[src/rtl/mips_mem_pkg.sv]
// Shared definitions for the MIPS data-memory responder slice.
//   WORD_W : data word width
//   OFS_W  : byte-offset bits below the word index
//   CNT_W  : width of the wait-state counter (LATENCY up to 15)
//   state_t: responder FSM states
package mips_mem_pkg;
    localparam int unsigned WORD_W = 32;
    localparam int unsigned OFS_W  = 2;
    localparam int unsigned CNT_W  = 4;

    typedef enum logic [1:0] {
        ST_IDLE = 2'd0,
        ST_WAIT = 2'd1,
        ST_RESP = 2'd2
    } state_t;
endpackage

[src/rtl/dmem_array.sv]
// Word-addressed data storage for dmem_responder.
//   clk, rst       : clock, async active-low clear of every word and of rdata
//   we/waddr/wdata : synchronous write port
//   re/raddr/rdata : synchronous read port; rdata holds when re is low
//   dbg_rdata      : combinational read of word DBG_WORD
module dmem_array
    import mips_mem_pkg::*;
#(
    parameter int unsigned DEPTH_WORDS = 64,
    parameter int unsigned ADDR_W      = 6,
    parameter int unsigned DBG_WORD    = 0
) (
    input  logic              clk,
    input  logic              rst,
    input  logic              we,
    input  logic [ADDR_W-1:0] waddr,
    input  logic [WORD_W-1:0] wdata,
    input  logic              re,
    input  logic [ADDR_W-1:0] raddr,
    output logic [WORD_W-1:0] rdata,
    output logic [WORD_W-1:0] dbg_rdata
);
    localparam logic [ADDR_W-1:0] DBG_IDX = ADDR_W'(DBG_WORD);

    logic [WORD_W-1:0] mem [DEPTH_WORDS];

    always_ff @(posedge clk or negedge rst) begin
        if (!rst) begin
            mem   <= '{default: '0};
            rdata <= '0;
        end else begin
            if (we) mem[waddr] <= wdata;
            if (re) rdata <= mem[raddr];
        end
    end

    assign dbg_rdata = mem[DBG_IDX];
endmodule

[src/rtl/dmem_responder.sv]
// Multi-cycle data-memory responder for the memory stage of the MIPS pipeline.
// Accepts one word access in IDLE, holds the pipeline for LATENCY wait cycles,
// performs the access on the edge leaving WAIT, then pulses resp_valid once.
// Misaligned or out-of-range accesses skip WAIT and respond with resp_err.
//   clk, rst (async, active-low)
//   req_valid/req_we/req_addr/req_wdata : access request from the memory stage
//   req_ready  : responder idle and able to accept
//   stall      : hold memory stage and earlier stages
//   resp_valid/resp_err/resp_rdata : one-cycle response, registered load data
//   testValue  : live contents of the word at byte address TEST_ADDR
module dmem_responder
    import mips_mem_pkg::*;
#(
    parameter int unsigned DEPTH_WORDS = 64,
    parameter int unsigned LATENCY     = 2,
    parameter int unsigned TEST_ADDR   = 0
) (
    input  logic              clk,
    input  logic              rst,
    input  logic              req_valid,
    input  logic              req_we,
    input  logic [31:0]       req_addr,
    input  logic [31:0]       req_wdata,
    output logic              req_ready,
    output logic              stall,
    output logic              resp_valid,
    output logic [31:0]       resp_rdata,
    output logic              resp_err,
    output logic [31:0]       testValue
);
    localparam int unsigned ADDR_W = $clog2(DEPTH_WORDS);

    state_t              state, state_nx;
    logic [CNT_W-1:0]    cnt;
    logic                cap_we;
    logic                cap_err;
    logic [ADDR_W-1:0]   cap_idx;
    logic [WORD_W-1:0]   cap_wdata;
    logic                req_bad;
    logic                access;
    logic                mem_we;
    logic                mem_re;

    assign req_bad = (req_addr[OFS_W-1:0] != '0) ||
                     ({2'b00, req_addr[31:OFS_W]} >= DEPTH_WORDS);

    always_ff @(posedge clk or negedge rst) begin
        if (!rst) state <= ST_IDLE;
        else      state <= state_nx;
    end

    // req_valid is qualified by rst so stall stays low while reset is held.
    always_comb begin
        state_nx   = state;
        req_ready  = 1'b0;
        stall      = 1'b0;
        resp_valid = 1'b0;
        resp_err   = 1'b0;
        case (state)
            ST_IDLE: begin
                req_ready = 1'b1;
                if (req_valid && rst) begin
                    stall    = 1'b1;
                    state_nx = req_bad ? ST_RESP : ST_WAIT;
                end
            end
            ST_WAIT: begin
                stall = 1'b1;
                if (cnt == '0) state_nx = ST_RESP;
            end
            ST_RESP: begin
                resp_valid = 1'b1;
                resp_err   = cap_err;
                state_nx   = ST_IDLE;
            end
            default: state_nx = ST_IDLE;
        endcase
    end

    always_ff @(posedge clk or negedge rst) begin
        if (!rst) begin
            cnt       <= '0;
            cap_we    <= 1'b0;
            cap_err   <= 1'b0;
            cap_idx   <= '0;
            cap_wdata <= '0;
        end else begin
            case (state)
                ST_IDLE: begin
                    if (req_valid) begin
                        cap_we    <= req_we;
                        cap_err   <= req_bad;
                        cap_idx   <= req_addr[ADDR_W+OFS_W-1:OFS_W];
                        cap_wdata <= req_wdata;
                        cnt       <= CNT_W'(LATENCY - 1);
                    end
                end
                ST_WAIT: begin
                    if (cnt != '0) cnt <= cnt - CNT_W'(1);
                end
                default: ;
            endcase
        end
    end

    // The access fires on the edge that leaves WAIT; erroring requests never reach WAIT.
    assign access = (state == ST_WAIT) && (cnt == '0);
    assign mem_we = access && cap_we;
    assign mem_re = access && !cap_we;

    dmem_array #(
        .DEPTH_WORDS (DEPTH_WORDS),
        .ADDR_W      (ADDR_W),
        .DBG_WORD    (TEST_ADDR >> OFS_W)
    ) u_array (
        .clk       (clk),
        .rst       (rst),
        .we        (mem_we),
        .waddr     (cap_idx),
        .wdata     (cap_wdata),
        .re        (mem_re),
        .raddr     (cap_idx),
        .rdata     (resp_rdata),
        .dbg_rdata (testValue)
    );
endmodule

[config.mk]
export PLATFORM = sky130hd
export DESIGN_NAME = dmem_responder
export DESIGN_NICKNAME = d
export VERILOG_FILES = /design/src/rtl/mips_mem_pkg.sv /design/src/rtl/dmem_array.sv /design/src/rtl/dmem_responder.sv
export SDC_FILE = /design/constraint.sdc
export NUM_CORES = 2
export LEC_CHECK = 0
export BUFFER_PORTS_ARGS = -buffer_cell sky130_fd_sc_hd__buf_2
export CAP_MARGIN = 20
export CORE_MARGIN = 4
export CORE_UTILIZATION = 30
export DETAILED_ROUTE_END_ITERATION = 10
export SLEW_MARGIN = 40
export SYNTH_ARGS = -nofsm -noshare
export SYNTH_HDL_FRONTEND = slang
export SYNTH_SLANG_ARGS = --single-unit
[constraint.sdc]
create_clock -name clk -period 2.3 [get_ports clk]
set_input_delay 0.46 -clock clk [delete_from_list [all_inputs] [get_ports clk]]
set_output_delay 0.46 -clock clk [all_outputs]
set_load 0.1 [all_outputs]
Yosys cells after proc, flatten, opt, wreduce, memory -nomap -nowiden --
Cells that the tools add are included.
Operators by class: add/sub/neg operators 1, magnitude comparators 3, equal/unequal tests 6, mux-type cells 18, bitwise operators 1, reduce and logical (&&, ||, !) cells 15
Operators by type and width (count):
- bitwise mux 2048 bit | 1
- binary-select mux 32 bit (select 6 bit) | 1
- demux 32 bit (select 6 bit) | 1
- 2-to-1 mux 32 bit | 3
- >= comparator 30 x 7 -> 1 bit, second input constant | 1
- 2-to-1 mux 4 bit | 2
- inequality test 2 bit, second input constant | 4
- case mux 4 bit (2 select lines) | 1
- >= comparator 7 bit, second input constant | 1
- less-than comparator 7 x 1 -> 1 bit, second input constant | 1
- NOT 6 -> 7 bit | 1
- 2-to-1 mux 2 bit | 3
- logical AND 1 bit | 5
- logical NOT 4 bit | 1
- 2-to-1 mux 1 bit | 4
- case mux 2 bit (2 select lines) | 1
- AND reduction 2 bit | 2
- nonzero test 2 bit | 2
- nonzero test 4 bit | 1
- subtractor 4 x 1 -> 4 bit, second input constant | 1
- AND reduction 3 bit | 1
- == test 2 x 1 -> 1 bit, second input constant | 1
- == test 2 bit, second input constant | 1
- logical NOT 2 bit | 1
- 3 further kinds | 3
Storage, ports and cells: flip-flop bits (word level) 2126, bits of input ports 68, output and inout port bits 68, word-level logic and storage cells 115

Depth between registers and ports, before layout --
depth in word-level cells 6, mapped depth 12, gate-level depth less buffers 7

Modules after synthesis --
Synthesis repeated with hierarchy kept, for this count alone.
Unflattened totals: cell total of the unflattened synthesis 6500, area, all modules 96123.4 um^2
Modules (own cells, without submodules):
- dmem_array | instances 1, cells an instance 6363, area an instance 94135.3 um^2, seq. area each 52049.9 um^2
- dmem_responder | instances 1, cells an instance 137, area an instance 1988.2 um^2, seq. area each 1151.1 um^2

Worst setup path after synthesis --
OpenSTA, ideal clock, no wires.
path kind register to output, from reg state[1], to out resp_err, arrival time 2.842 ns, required time 1.840 ns, slack -1.002 ns, cell stages (with the launch flop) 4, path buffers 1, cells stage by stage dfrtp_1 -> clkbuf_1 -> nor2b_1 -> and2_1
Between the ends: longest elaborated chain between the ends 2
Ends and longest elaborated chain:
- from (decl) | RTL line dmem_responder.sv:33 | state_t state, state_nx;
- from (signal assigned) | RTL line dmem_responder.sv:49 | else state <= state_nx;
- == test 2 bit | RTL line dmem_responder.sv:59 | case (state)
- 2-to-1 mux 1 bit | RTL line dmem_responder.sv:59
- to (decl) | RTL line dmem_responder.sv:28 | output logic resp_err,
No other way between the ends.

Worst setup path in the final report --
from reg cap_idx[0], to reg u_array.rdata[19]
Between the ends: longest elaborated chain between the ends 4
Ends and longest elaborated chain:
- from (decl) | RTL line dmem_responder.sv:37 | logic [ADDR_W-1:0] cap_idx;
- from (signal assigned) | RTL line dmem_responder.sv:93 | cap_idx <= req_addr[ADDR_W+OFS_W-1:OFS_W];
- NOT 6 -> 7 bit (not written as such) | RTL line dmem_array.sv:33 | if (re) rdata <= mem[raddr];
- binary-select mux 32 bit (select 6 bit) | RTL line dmem_array.sv:33
- 2-to-1 mux 32 bit (not written as such) (2 in series) | RTL line dmem_array.sv:33
- to (signal assigned) | RTL line dmem_array.sv:33
- to (decl) | RTL line dmem_array.sv:20 | output logic [WORD_W-1:0] rdata,
No other way between the ends. The select of a mux whose other input is x is not followed. A chain may end at the register's enable or synchronous reset.

==> out/qor.txt <==
Crit-path cells -> buf_12 -> buf_12 -> buf_4 -> mux2_2 -> a221o_1 -> a22oi_1 -> buf_4 -> o21ai_0 -> o32a_1
Hold Vio Cnt, Final -> 0
Failing checks -> setup timing
Die Span X -> 573 um
Vias in the first global route -> 68600
RSZ-0062 raised after global routing -> yes
Worst Setup End Kind -> flip-flop
Switching Share -> 0.271
Hold Path Origin -> req_addr[26]
Skew final -> 0.0676 ns
Clk pin slew, worst setup/hold paths -> 0.07 ns
Main synth FF type -> dfrtp_1
Root Driver -> clkbuf_16
Critical path buffer and inverter count -> 4
Average cell area after synthesis -> 14.0 um2
Sequential fraction of the synthesis area -> 0.555
Clock group share of total power -> 0.429
DR vias -> 66600
PnR worst setup slack -> -0.371 ns
Non-Filler Instances -> 11800
P_leak -> 57.2 nW
Worst-Margin Slew -> 0.839 ns
Overall Global Routing Usage -> 0.218
Post-Synthesis Cells -> 6832
Skew-Pair Late Insertion Delay -> 0.93 ns
Initial antenna violation count -> 18
Critical-path top delay cell -> dfrtp_4
Crit Path Class -> reg -> reg
Die H -> 573 um
Synth Register Bits -> 2126
Core Rows -> 207
Critical Path Source Type -> flip-flop
Share of layout cells above drive strength 1 -> 0.526
WHS -> 0.0580 ns
Tmin final -> 2.67 ns
Initial drt markers -> 6986
Post-Route Utilization -> 0.382
CP Launch Point -> cap_idx[0]
Grt ovf -> 0
Pin count of the biggest net entering global routing -> 136
Via density -> 5.63
Cell Pwr Density -> 711 nW/um2
GP Congestion -> 0.876
CP top delay family -> compound AO/OA/AOI/OAI gates
Post-detail-place hpwl -> 234 mm
Status -> finished, violations left
Port Buffer Count -> 135
Overall routed net length -> 373 mm
WP data arrival -> 3.45 ns
Max-cap violations -> 0
Synth warn -> 0
Placement Setup Slack -> -0.988 ns
Sequential share of power -> 0.440
Final slew viol count -> 0
# IOs -> 136
Placed cells -> 11200
Ys async rst share -> 1.00
Remaining antenna violation count -> 0
CP Data Required Time -> 3.08 ns
Sw power -> 23.4 mW
Combinational power share -> 0.131
Full die area -> 329000 um2
Net count, final -> 7529
Routed len/inst -> 31.5 um
Max IR drop VDD -> 0.688 mV
Hold WC Path Type -> in -> reg
CP Max Fanout -> 10
DRT Pass-1 Iters -> 6
First-pass GRT wire length -> 524 mm
Netlist cell types -> 61
Clock Sinks -> 2126
Crit share post-route -> 1.16
Fmax -> 0.374 GHz
Post-Route Setup TNS -> -189.58 ns
Initial core utilization -> 0.302
H-tree levels -> 4
DRC -> 0
Pint -> 62.9 mW
Worst reg2reg path startpoint -> cap_idx[0]
Mapped Area -> 95900 um2
Number of enable flip-flop cells after synthesis -> 0
Setup violations, final -> 1833
Maximum clock path buffer count -> 4
CTS tree -> yes
Core ar. -> 318000 um2
CTS Buf Count -> 224
Slew headroom -> 0.441
Area grow syn2layout -> 26.7%
Post-Syn Nets -> 6901
Fill cells -> 29500
CP peak stage delay -> 0.48 ns
==> Yosys cell counts, drive strengths merged (3+ instances only) <==
cell type  instances  area [um2]
mux2            2150       24200
nand4             17         106
o221ai             7        61.3
a221o              9        90.1
a222oi             7        70.1
a21oi             64         320
a221oi           264        2310
buf              373        1940
nand2             78         293
a31oi             23         144
and2               4        25.0
and3              12        75.1
o32a              19         190
a22o              17         149
o211ai             6        45.0
dfrtp           2126       53200
or2                3        18.8
nor3              12        65.1
nor3b              5        37.5
o21a               4        30.0
nor4               7        43.8
nand2b             5        31.3
o2111ai            9        78.8
nor2b              8        50.1
nand3             62         310
inv                7        26.3
o22a              12         105
a211oi            14         105
nor2             193         724
a22oi            154        1160
mux2i            396        3960
mux4             131        2950
or3                3        18.8
o22ai             99         619
o21ai            122         611
clkbuf           374        1400
o2bb2ai            6        52.6
==> metrics by stage <==
stage               total power, mW  instance area (um2)
floorplan                      42.5                95900
global placement               48.5               108000
detailed placement             48.6               108000
CTS                            86.2               120000
global route                   88.6               121000
finish                         86.3               121000
==> layer usage <==
| layer | vias up | global-route usage | wire, um |
|---|---|---|---|
| li1 | 26600 | - | - |
| met1 | 35900 | 0.296 | 155000 |
| met2 | 3259 | 0.329 | 165000 |
| met3 | 898 | 0.0503 | 33000 |
| met4 | 4 | 0.101 | 20400 |
| met5 | - | 0 | 21 |
==> cells by family after synthesis <==
| group | count (synthesis) | share of synthesized area |
|---|---|---|
| buffers and inverters | 754 | 0.0351 |
| flip-flops | 2126 | 0.555 |
| XOR/XNOR | 2 | 0.000183 |
| AO/OA/AOI/OAI | 853 | 0.0656 |
| multiplexers | 2677 | 0.325 |
| adder cells (fa/ha/maj) | 1 | 0.000130 |
| AND/OR/NAND/NOR | 419 | 0.0196 |
==> sequential cells by signal, indices dropped and copies added, names as in the netlist <==
name	count
u_array.dbg_rdata	32
cap_idx	6
cap_we	1
cap_err	1
cnt	4
state	2
u_array.rdata	32
u_array.mem	2016
cap_wdata	32
==> worst reg2reg max path, delay by kind of cell, from the launching register on <==
family,cells,cell delay [ns]
buffers and inverters,4,0.75
multiplexers,1,0.37
AO/OA/AOI/OAI,4,0.98
flip-flops,1,0.48
==> power by group through the flow <==
stage	registers [mW]	logic [mW]	clock network (mW)
4_1_cts	37.9	10.8	37.5
2_1_floorplan	38.2	4.31	0
6_report	38.0	11.3	37.0
3_5_place_dp	38.6	9.97	0
5_1_grt	38.0	11.7	39.0
3_3_place_gp	38.6	9.88	0
==> worst paths after layout <==
path | end | slack (ns) | cells past startpoint
max | u_array.rdata[19] | -0.37 | 9
min | state[1] | 0.06 | 5
max reg2reg | u_array.rdata[19] | -0.37 | 9
min reg2reg | u_array.mem[934] | 0.49 | 1
max in group asynchronous | cap_wdata[16] | 0.61 | 5
min in group asynchronous | cnt[0] | 0.21 | 3
==> final cells by class <==
class | instances | area, um2 | area share
clock inverters | 71 | 910 | 0.00749
multi-input cells | 3952 | 41500 | 0.341
inverters | 7 | 36.3 | 0.000299
clock buffers | 333 | 6470 | 0.0533
flip-flops and latches | 2126 | 53300 | 0.438
repair buffers | 1149 | 14100 | 0.116
well taps | 4180 | 5230 | 0.0431
diodes | 7 | 17.5 | 0.000144
==> cell usage in the layout, fill, tap and decap left out, types with 132 or more instances in the layout <==
cell type and n:
a221oi_1 216, clkbuf_16 234, buf_12 305, mux2_4 147, mux2_2 1999, buf_2 132, a22oi_1 145, buf_4 524
mux2i_1 384, dfrtp_1 2091
==> timing repair <==
item | 4_1_cts | 5_1_grt
hold endpoints to repair | 521 | 0
resized for setup | 427 | 179
pin swaps | 47 | 27
hold buffers | 39 | 0
setup buffers | 110 | 35
cloned | 40 | 10
setup endpoints to repair | 2082 | 2122
No activity file was read; power rests on OpenSTA's default activity.
